**config.mk**
```make
export PLATFORM = sky130hd
export DESIGN_NAME = pipeline_arbiter
export DESIGN_NICKNAME = d
export VERILOG_FILES = /design/src/rtl/pipeline_arbiter.sv
export SDC_FILE = /design/constraint.sdc
export NUM_CORES = 1
export LEC_CHECK = 0
export ABC_AREA = 0
export CAP_MARGIN = 20
export CORE_ASPECT_RATIO = 0.5
export CORE_MARGIN = 8
export CORE_UTILIZATION = 45
export CTS_CLUSTER_SIZE = 30
export DETAILED_ROUTE_END_ITERATION = 10
export DONT_BUFFER_PORTS = 1
export GPL_TIMING_DRIVEN = 0
export PLACE_DENSITY = 0.68
export SKIP_LAST_GASP = 1
export SYNTH_ARGS = -nofsm -noshare
export SYNTH_HDL_FRONTEND = slang
export SYNTH_SLANG_ARGS = --single-unit
```
**constraint.sdc**
```tcl
create_clock -name clk -period 4.15 [get_ports clk]
set_input_delay 1.0375 -clock clk [delete_from_list [all_inputs] [get_ports clk]]
set_output_delay 1.0375 -clock clk [all_outputs]
set_load 0.005 [all_outputs]
```
**src/rtl/pipeline_arbiter.sv**
```systemverilog
// pipeline_arbiter: round-robin front end for a shared three-stage arithmetic
// pipeline. It picks one requester per cycle and drives that requester's
// operands into the datapath. A latency-matched tag pipe records which
// requester owns each in-flight result. When a tag leaves the pipe, the result
// is returned to its owner as a registered one-cycle response.
module pipeline_arbiter #(
  parameter int N    = 10,
  parameter int NREQ = 4,
  parameter int LAT  = 3
) (
  input  logic              clk,
  input  logic              rst_n,
  input  logic [NREQ-1:0]   req_valid,
  output logic [NREQ-1:0]   req_ready,
  input  logic [NREQ*N-1:0] req_a,
  input  logic [NREQ*N-1:0] req_b,
  input  logic [NREQ*N-1:0] req_c,
  input  logic [NREQ*N-1:0] req_d,
  output logic [N-1:0]      dp_a,
  output logic [N-1:0]      dp_b,
  output logic [N-1:0]      dp_c,
  output logic [N-1:0]      dp_d,
  input  logic [N-1:0]      dp_f,
  output logic [NREQ-1:0]   rsp_valid,
  output logic [N-1:0]      rsp_data,
  output logic              idle
);

  localparam int              IW          = (NREQ > 1) ? $clog2(NREQ) : 1;
  localparam logic [IW-1:0]   LAST_IDX    = IW'(NREQ - 1);
  localparam logic [IW-1:0]   IDX_ONE     = IW'(1'b1);
  localparam logic [NREQ-1:0] ONE_HOT_LSB = {{(NREQ-1){1'b0}}, 1'b1};

  // Architectural state
  logic [IW-1:0]   ptr_r;
  logic [NREQ-1:0] busy_r;
  logic [LAT-1:0]  tag_vld_r;
  logic [IW-1:0]   tag_idx_r [LAT];
  logic [NREQ-1:0] rsp_valid_r;
  logic [N-1:0]    rsp_data_r;

  // Combinational decisions
  logic [NREQ-1:0] eligible_s;
  logic            grant_vld_s;
  logic [IW-1:0]   grant_idx_s;
  logic            issue_out_s;
  logic [IW-1:0]   ptr_nxt_s;
  logic [NREQ-1:0] busy_set_s;
  logic [NREQ-1:0] busy_clr_s;
  logic [NREQ-1:0] busy_nxt_s;
  logic            rsp_fire_s;
  logic [IW-1:0]   rsp_idx_s;

  // A requester with an operation in flight is never eligible.
  assign eligible_s = req_valid & ~busy_r;

  // Round-robin search: the first eligible index at or after ptr, with wrap.
  always_comb begin
    logic [IW-1:0] cand;
    logic          hit;
    grant_vld_s = 1'b0;
    grant_idx_s = {IW{1'b0}};
    cand        = ptr_r;
    hit         = 1'b0;
    for (int off = 0; off < NREQ; off++) begin
      hit         = ~grant_vld_s & eligible_s[cand];
      grant_idx_s = hit ? cand : grant_idx_s;
      grant_vld_s = grant_vld_s | hit;
      cand        = (cand == LAST_IDX) ? {IW{1'b0}} : cand + IDX_ONE;
    end
  end

  // The outward grant is suppressed while reset is asserted. Internal state is
  // held in reset anyway, so only the ports need this gating.
  assign issue_out_s = grant_vld_s & rst_n;
  assign req_ready   = issue_out_s ? (ONE_HOT_LSB << grant_idx_s) : {NREQ{1'b0}};

  // Steer the granted requester's operands into the datapath; zero when idle.
  always_comb begin
    if (issue_out_s) begin
      dp_a = req_a[grant_idx_s*N +: N];
      dp_b = req_b[grant_idx_s*N +: N];
      dp_c = req_c[grant_idx_s*N +: N];
      dp_d = req_d[grant_idx_s*N +: N];
    end else begin
      dp_a = {N{1'b0}};
      dp_b = {N{1'b0}};
      dp_c = {N{1'b0}};
      dp_d = {N{1'b0}};
    end
  end

  // Next pointer and busy flags. Set and clear never target the same index,
  // because the index being cleared is still busy and cannot be granted.
  always_comb begin
    rsp_fire_s = tag_vld_r[LAT-1];
    rsp_idx_s  = tag_idx_r[LAT-1];
    busy_set_s = grant_vld_s ? (ONE_HOT_LSB << grant_idx_s) : {NREQ{1'b0}};
    busy_clr_s = rsp_fire_s  ? (ONE_HOT_LSB << rsp_idx_s)   : {NREQ{1'b0}};
    busy_nxt_s = (busy_r & ~busy_clr_s) | busy_set_s;
    if (grant_vld_s) begin
      ptr_nxt_s = (grant_idx_s == LAST_IDX) ? {IW{1'b0}} : grant_idx_s + IDX_ONE;
    end else begin
      ptr_nxt_s = ptr_r;
    end
  end

  // Round-robin pointer and per-requester in-flight flags.
  always_ff @(posedge clk or negedge rst_n) begin
    if (!rst_n) begin
      ptr_r  <= {IW{1'b0}};
      busy_r <= {NREQ{1'b0}};
    end else begin
      ptr_r  <= ptr_nxt_s;
      busy_r <= busy_nxt_s;
    end
  end

  // Tag pipe: shifts every edge so that its tail lines up with dp_f.
  always_ff @(posedge clk or negedge rst_n) begin
    if (!rst_n) begin
      tag_vld_r <= {LAT{1'b0}};
      for (int i = 0; i < LAT; i++) begin
        tag_idx_r[i] <= {IW{1'b0}};
      end
    end else begin
      tag_vld_r[0] <= grant_vld_s;
      tag_idx_r[0] <= grant_idx_s;
      for (int i = 1; i < LAT; i++) begin
        tag_vld_r[i] <= tag_vld_r[i-1];
        tag_idx_r[i] <= tag_idx_r[i-1];
      end
    end
  end

  // Registered response: one-hot strobe to the owner; data holds otherwise.
  always_ff @(posedge clk or negedge rst_n) begin
    if (!rst_n) begin
      rsp_valid_r <= {NREQ{1'b0}};
      rsp_data_r  <= {N{1'b0}};
    end else if (rsp_fire_s) begin
      rsp_valid_r <= ONE_HOT_LSB << rsp_idx_s;
      rsp_data_r  <= dp_f;
    end else begin
      rsp_valid_r <= {NREQ{1'b0}};
    end
  end

  assign rsp_valid = rsp_valid_r;
  assign rsp_data  = rsp_data_r;
  assign idle      = ~(|busy_r) & ~(|tag_vld_r);

endmodule

```
=== Yosys cells after proc, flatten, opt, wreduce, memory -nomap -nowiden ===
Cells that the tools add are included.

* Register bits: 29
* Latch bits: 0
* Memory bits (writable): 0
* ROM bits: 0
* Input port bits: 176
* Output and inout port bits: 59
* Word-level logic and storage cells: 70
* Memories: 0

* Add/subtract/negate cells: 4
* $mul: 1
* Divide/modulo/power cells: 0
* Order comparisons: 4
* Equality and inequality tests: 4
* Shift-type cells: 6
* Muxes and demuxes: 23
* Bitwise operators: 18
* Reduce and logical (&&, ||, !) cells: 2

{| class="wikitable"
|+ Operators with widths
! operator !! count
|-
| variable part select 40 x 7 -> 10 bit || 4
|-
| two-way mux 10 bit || 4
|-
| two-way mux 2 bit || 8
|-
| < comparator 2 x 3 -> 1 bit, second input constant || 4
|-
| two-way mux 4 bit || 3
|-
| adder 2 x 1 -> 2 bit, second input constant || 4
|-
| bitwise AND 4 bit || 2
|-
| binary-select mux 1 bit (select 2 bit) || 4
|-
| == test 2 bit, second input constant || 4
|-
| inverter 4 bit || 2
|-
| left shift 1 x 2 -> 4 bit, first input constant || 2
|-
| bitwise AND 1 bit || 5
|-
| multiplier 2 x 3 -> 5 bit, second input constant || 1
|-
| inverter 1 bit || 5
|-
| two-way mux 1 bit || 4
|-
| bitwise OR 4 bit || 1
|-
| OR reduction 4 bit || 1
|-
| bitwise OR 1 bit || 3
|-
| OR reduction 3 bit || 1
|}

=== Longest topological paths before layout ===
* Depth after elaboration: 16
* Gate-level depth with buffers: 11
* Depth with buffers taken out: 10

=== Worst setup path before layout ===
Ideal clock, no wire load.

* Path kind: input port to output port
* Start: input req_valid[3]
* End: output dp_c[4]
* Arrival: 2.834 ns
* Data required time: 3.113 ns
* Slack: 0.279 ns
* Stages on the path: 10
* Buffers on the path: 3
* Cells stage by stage: and3b_1 > o21ai_2 > o2111ai_1 > or4_1 > and3_1 > buf_2 > buf_6 > buf_6 > mux2i_1 > o22ai_1

* Cells in the longest elaborated chain, start to end: 15
* Elaborated cells on any way between the ends: 26
* Those cells by class: mul: 1; shift: 1; mux: 13; bitwise: 11

{| class="wikitable"
|+ Ends and longest elaborated chain
! element !! line !! source
|-
| from (decl) || 13 || <nowiki>input logic [NREQ-1:0] req_valid,</nowiki>
|-
| bitwise AND 4 bit * || 55 || <nowiki>assign eligible_s = req_valid & ~busy_r;</nowiki>
|-
| binary-select mux 1 bit (select 2 bit) || 66 || <nowiki>hit = ~grant_vld_s & eligible_s[cand];</nowiki>
|-
| two-way mux 1 bit (not written as such) || 66 ||
|-
| inverter 1 bit || 66 ||
|-
| bitwise AND 1 bit || 66 ||
|-
| bitwise OR 1 bit || 68 || <nowiki>grant_vld_s = grant_vld_s | hit;</nowiki>
|-
| inverter 1 bit || 66 ||
|-
| bitwise AND 1 bit || 66 ||
|-
| bitwise OR 1 bit || 68 ||
|-
| inverter 1 bit || 66 ||
|-
| bitwise AND 1 bit || 66 ||
|-
| two-way mux 2 bit || 67 || <nowiki>grant_idx_s = hit ? cand : grant_idx_s;</nowiki>
|-
| multiplier 2 x 3 -> 5 bit || 83 || <nowiki>dp_c = req_c[grant_idx_s*N +: N];</nowiki>
|-
| variable part select 40 x 7 -> 10 bit || 83 ||
|-
| two-way mux 10 bit * || 80 || <nowiki>if (issue_out_s) begin</nowiki>
|-
| to (decl) || 21 || <nowiki>output logic [N-1:0] dp_c,</nowiki>
|}

Every way passes the cells marked *; elsewhere a longest branch is shown, timed or not. The select of a mux whose other input is x is not followed.

=== Final worst setup path ===
* Start: input req_valid[3]
* End: output dp_d[4]

* Cells in the longest elaborated chain, start to end: 15
* Elaborated cells on any way between the ends: 26
* Those cells by class: mul: 1; shift: 1; mux: 13; bitwise: 11

{| class="wikitable"
|+ Ends and longest elaborated chain
! element !! line !! source
|-
| bitwise AND 4 bit * || 55 ||
|-
| binary-select mux 1 bit (select 2 bit) || 66 ||
|-
| two-way mux 1 bit (not written as such) || 66 ||
|-
| inverter 1 bit || 66 ||
|-
| bitwise AND 1 bit || 66 ||
|-
| bitwise OR 1 bit || 68 ||
|-
| inverter 1 bit || 66 ||
|-
| bitwise AND 1 bit || 66 ||
|-
| bitwise OR 1 bit || 68 ||
|-
| inverter 1 bit || 66 ||
|-
| bitwise AND 1 bit || 66 ||
|-
| two-way mux 2 bit || 67 ||
|-
| multiplier 2 x 3 -> 5 bit || 84 || <nowiki>dp_d = req_d[grant_idx_s*N +: N];</nowiki>
|-
| variable part select 40 x 7 -> 10 bit || 84 ||
|-
| two-way mux 10 bit * || 80 ||
|-
| to (decl) || 22 || <nowiki>output logic [N-1:0] dp_d,</nowiki>
|}

Marks and branches as above.

==> impl_metrics.sql <==
INSERT INTO impl_metrics (metric_group, metric, value, unit) VALUES
('timing', 'final-hold-violation-count', '0', ''),
('timing', 'worst_pin_slew', '0.520', 'ns'),
('route', 'remaining_drc_errors', '0', ''),
('route', 'drt_first_iter_violations', '218', ''),
('timing', 'layout_min_cycle_time', '4.06', 'ns'),
('power', 'p_leak', '1.17', 'nW'),
('floorplanning', 'start_util', '46.3', '%'),
('cts', 'clkSlewWorstSetupHoldPaths', '0.05', 'ns'),
('yosys', 'flops_latches_synth', '29', ''),
('timing', 'fmax', '247', 'MHz'),
('job', 'cap_violations', '0', ''),
('floorplanning', 'design.die.area', '0.00843', 'sq mm'),
('cts', 'cts_num_sinks', '29', ''),
('placement', 'place_hpwl', '7.55', 'mm'),
('yosys', 'synth_warnings', '0', ''),
('yosys', 'average_cell_area_after_synthesis', '9.63', 'sq um'),
('setup_path', 'worst_r2r_path_depth', '9', ''),
('timing', 'max-slew-margin-rel', '65.0', '%'),
('timing', 'setup-tns-final', '0', 'ns'),
('floorplanning', 'core-area', '0.00547', 'sq mm'),
('yosys', 'synth_largest_area_cell', 'mux2i_1', ''),
('cts', 'cts_buffer_depth', '2', ''),
('timing', 'period_share', '97.7', '%'),
('cts', 'worstSkewPairLatency', '0.27', 'ns'),
('setup_path', 'crit_path_start_kind', 'input port', ''),
('power', 'swShare', '48.0', '%'),
('power', 'p_clk_share', '10.0', '%'),
('floorplanning', 'row_cnt', '19', ''),
('timing', 'timing.clock.skew', '0.00488', 'ns'),
('setup_path', 'worst_setup_end_kind', 'output port', ''),
('yosys', 'ys_seq_area_share', '28.7', '%'),
('power', 'vdd.ir_drop.worst', '541', 'uV'),
('global_route', 'maximum_number_of_pins_on_one_net_before_global_route_repair', '34', ''),
('yosys', 'ys_top_cells_by_area', 'mux2i_1, dfrtp_1, o22ai_1', ''),
('floorplanning', 'io-pin-count', '235', ''),
('final_layout', 'post_route_cells_drive_above_1_share', '19.6', '%'),
('yosys', 'synth_async_sr_flop_share', '100', '%'),
('global_route', 'grt_first_pass_wirelength', '14.1', 'mm'),
('power', 'power_density', '1190', 'mW/mm^2'),
('route', 'vias', '2309', ''),
('setup_path', 'timing.critical_path.required', '3.11', 'ns'),
('timing', 'timing_max_transition_violations_final', '0', ''),
('cts', 'cts_max_level', '2', ''),
('floorplanning', 'fp.dieW', '122', 'um'),
('status', 'run_status', 'finished, final reports clean', ''),
('final_layout', 'final_net_count', '448', ''),
('yosys', 'number_of_unique_standard_cell_types_used_by_synthesis', '42', ''),
('hold_path', 'worstHoldPathCells', '0', ''),
('yosys', 'synth_edf_count', '0', ''),
('global_route', 'grt_overflow_total', '0', ''),
('final_layout', 'nFillCells', '509', ''),
('route', 'drtAntennaViolNets', '0', ''),
('global_route', 'grt_usage', '20.2', '%'),
('placement', 'numPortBuffers', '0', ''),
('power', 'combinationalPowerShare', '74.4', '%'),
('cts', 'clk_root_buffer_cell', 'clkbuf_16', ''),
('route', 'wl', '9.27', 'mm'),
('yosys', 'netlist_instances', '263', ''),
('cts', 'numCtsBuffers', '5', ''),
('timing', 'whs', '0.342', 'ns'),
('route', 'post_detailed_route_wirelength_per_cell', '27.0', 'um'),
('route', 'drt_first_pass_iters', '5', ''),
('final_layout', 'n_antenna_cell', '0', ''),
('global_route', 'first_global_vias', '2479', ''),
('route', 'via_cell_ratio', '6.73', ''),
('setup_path', 'highest_fanout_seen_on_the_critical_path', '10', ''),
('power', 'power.sequential.fraction', '15.6', '%'),
('yosys', 'synth_ff_type', 'dfrtp_1', ''),
('yosys', 'netlist.area_leader.share', '32.4', '%'),
('setup_path', 'crit_type', 'input port to output port', ''),
('power', 'internal_power', '1.78', 'mW'),
('cts', 'tritoncts', 'built', ''),
('hold_path', 'min_path_type', 'register to register', ''),
('placement', 'routabilityCongestion', '0.871', ''),
('yosys', 'syn-num-nets', '441', ''),
('timing', 'setup_violators_final', '0', ''),
('global_route', 'antenna_found_initial', '0', ''),
('cts', 'cts_hold_buffers', '0', ''),
('yosys', 'post_synth_instance_area', '0.00253', 'sq mm'),
('setup_path', 'data_arrival_time_of_the_worst_path', '3.02', 'ns'),
('power', 'switchingPower', '1.64', 'mW'),
('final_layout', 'area_growth', '13.4', '%'),
('floorplanning', 'die-height', '69.0', 'um');
-- final cells by class --
| class | count | area (sq um) | area share, % |
|---|---|---|---|
| flip-flops and latches | 29 | 726 | 25.3 |
| repair buffers | 1 | 7.51 | 0.261 |
| well taps | 73 | 91.3 | 3.18 |
| inverters | 7 | 26.3 | 0.915 |
| plain buffers | 21 | 134 | 4.66 |
| multi-input cells | 205 | 1750 | 60.8 |
| clock buffers | 7 | 143 | 4.97 |
-- layer usage --
metal	wire length, um	up-vias	part of all wire [%]	global-route usage, %
met2	4890	143	53	35.7
li1	-	1018	-	-
met5	0	-	0	0
met1	3480	1137	38	23.4
met3	803	11	8.7	5.93
met4	93	0	1.0	4.29
-- state kept, by name, summed over array words and instances (netlist names) --
register   count
rsp_valid      4
rsp_idx_s      2
rsp_data      10
ptr_r          2
tag_vld_r      3
tag_idx_r      4
busy_r         4
-- cell usage after synthesis, types with 2 or more instances --
master    number
or4_1          2
o22ai_1       43
buf_6          6
nor3b_1        2
nand2b_1       5
ha_1           2
clkbuf_1      10
mux2i_1       82
nor3_1         2
nand3_1        2
nand2_1        6
and3_1         5
mux2_2        10
inv_1          5
nor2_1         9
buf_2          5
o21ai_0        7
dfrtp_1       29
o21ai_1        2
inv_2          2
and3b_1        2
a21oi_1        3
nor2b_1        3
-- worst max-delay path: stages --
cell       delay (ns)
and3b_1          0.17
o21ai_2          0.18
o2111ai_2        0.16
or4_4            0.45
and3_1           0.19
buf_2            0.14
buf_6            0.16
buf_6            0.17
mux2i_2          0.23
o22ai_2          0.13
-- power by group through the flow --
stage          clock [mW]  sequential [mW]  combinational, mW
5_1_grt             0.362            0.557               2.74
6_report            0.342            0.535               2.55
2_1_floorplan           0            0.496               1.97
3_3_place_gp            0            0.528               2.30
4_1_cts             0.345            0.536               2.47
3_5_place_dp            0            0.536               2.38
-- repair_timing --
item	in CTS	in global routing
resized for setup	10	14
pin swaps	3	3
setup endpoints to repair	15	43
setup buffers	0	1
-- logic make-up after synthesis --
family	after synthesis	synth area share, %
AO/OA/AOI/OAI	65	16.5
adder cells (fa/ha/maj)	2	0.988
buffers and inverters	29	6.32
flip-flops	29	28.7
multiplexers	93	37.3
AND/OR/NAND/NOR	45	10.2
-- per-stage QoR --
stage | instances | instance area [sq um] | util, % | power (mW) | worst slack, ns
2_1_floorplan | 263 | 2530 | - | 2.46 | 0.279
3_3_place_gp | 336 | 2620 | 48.0 | 2.83 | -0.00479
3_5_place_dp | 336 | 2620 | 48.0 | 2.92 | -0.0342
4_1_cts | 343 | 2820 | 51.6 | 3.36 | 0.000369
5_1_grt | 343 | 2870 | 52.5 | 3.66 | -0.0138
6_report | 343 | 2870 | 52.5 | 3.42 | 0.0939
-- cells in the final DEF, fill, tap and decap left out, types with 2 or more instances in the layout --
cell type,count
a21oi_1,3
and3_1,5
and3b_1,2
buf_2,5
buf_6,6
clkbuf_1,7
clkbuf_16,5
clkbuf_2,3
dfrtp_1,29
inv_1,5
inv_2,2
mux2_2,10
mux2i_1,80
nand2_1,6
nand2b_1,5
nor2_1,9
nor2b_1,2
nor3_1,2
nor3b_1,2
o21ai_0,7
o21ai_1,2
o22ai_1,33
o22ai_2,10
-- path summary, 6_finish.rpt --
path                                         from                     end  slack, ns
setup / recovery                     req_valid[3]                 dp_d[4]       0.09
hold / removal             tag_idx_r[3]$_DFF_PN0_  rsp_idx_s[1]$_DFF_PN0_       0.34
setup reg to reg             ptr_r[1]$_DFFE_PN0P_     busy_r[0]$_DFF_PN0_       1.58
hold reg to reg            tag_idx_r[3]$_DFF_PN0_  rsp_idx_s[1]$_DFF_PN0_       0.34
max in group asynchronous                   rst_n  rsp_valid[3]$_DFF_PN0_       3.61
min in group asynchronous                   rst_n     busy_r[0]$_DFF_PN0_       0.46
No activity file was read; power rests on OpenSTA's default activity.
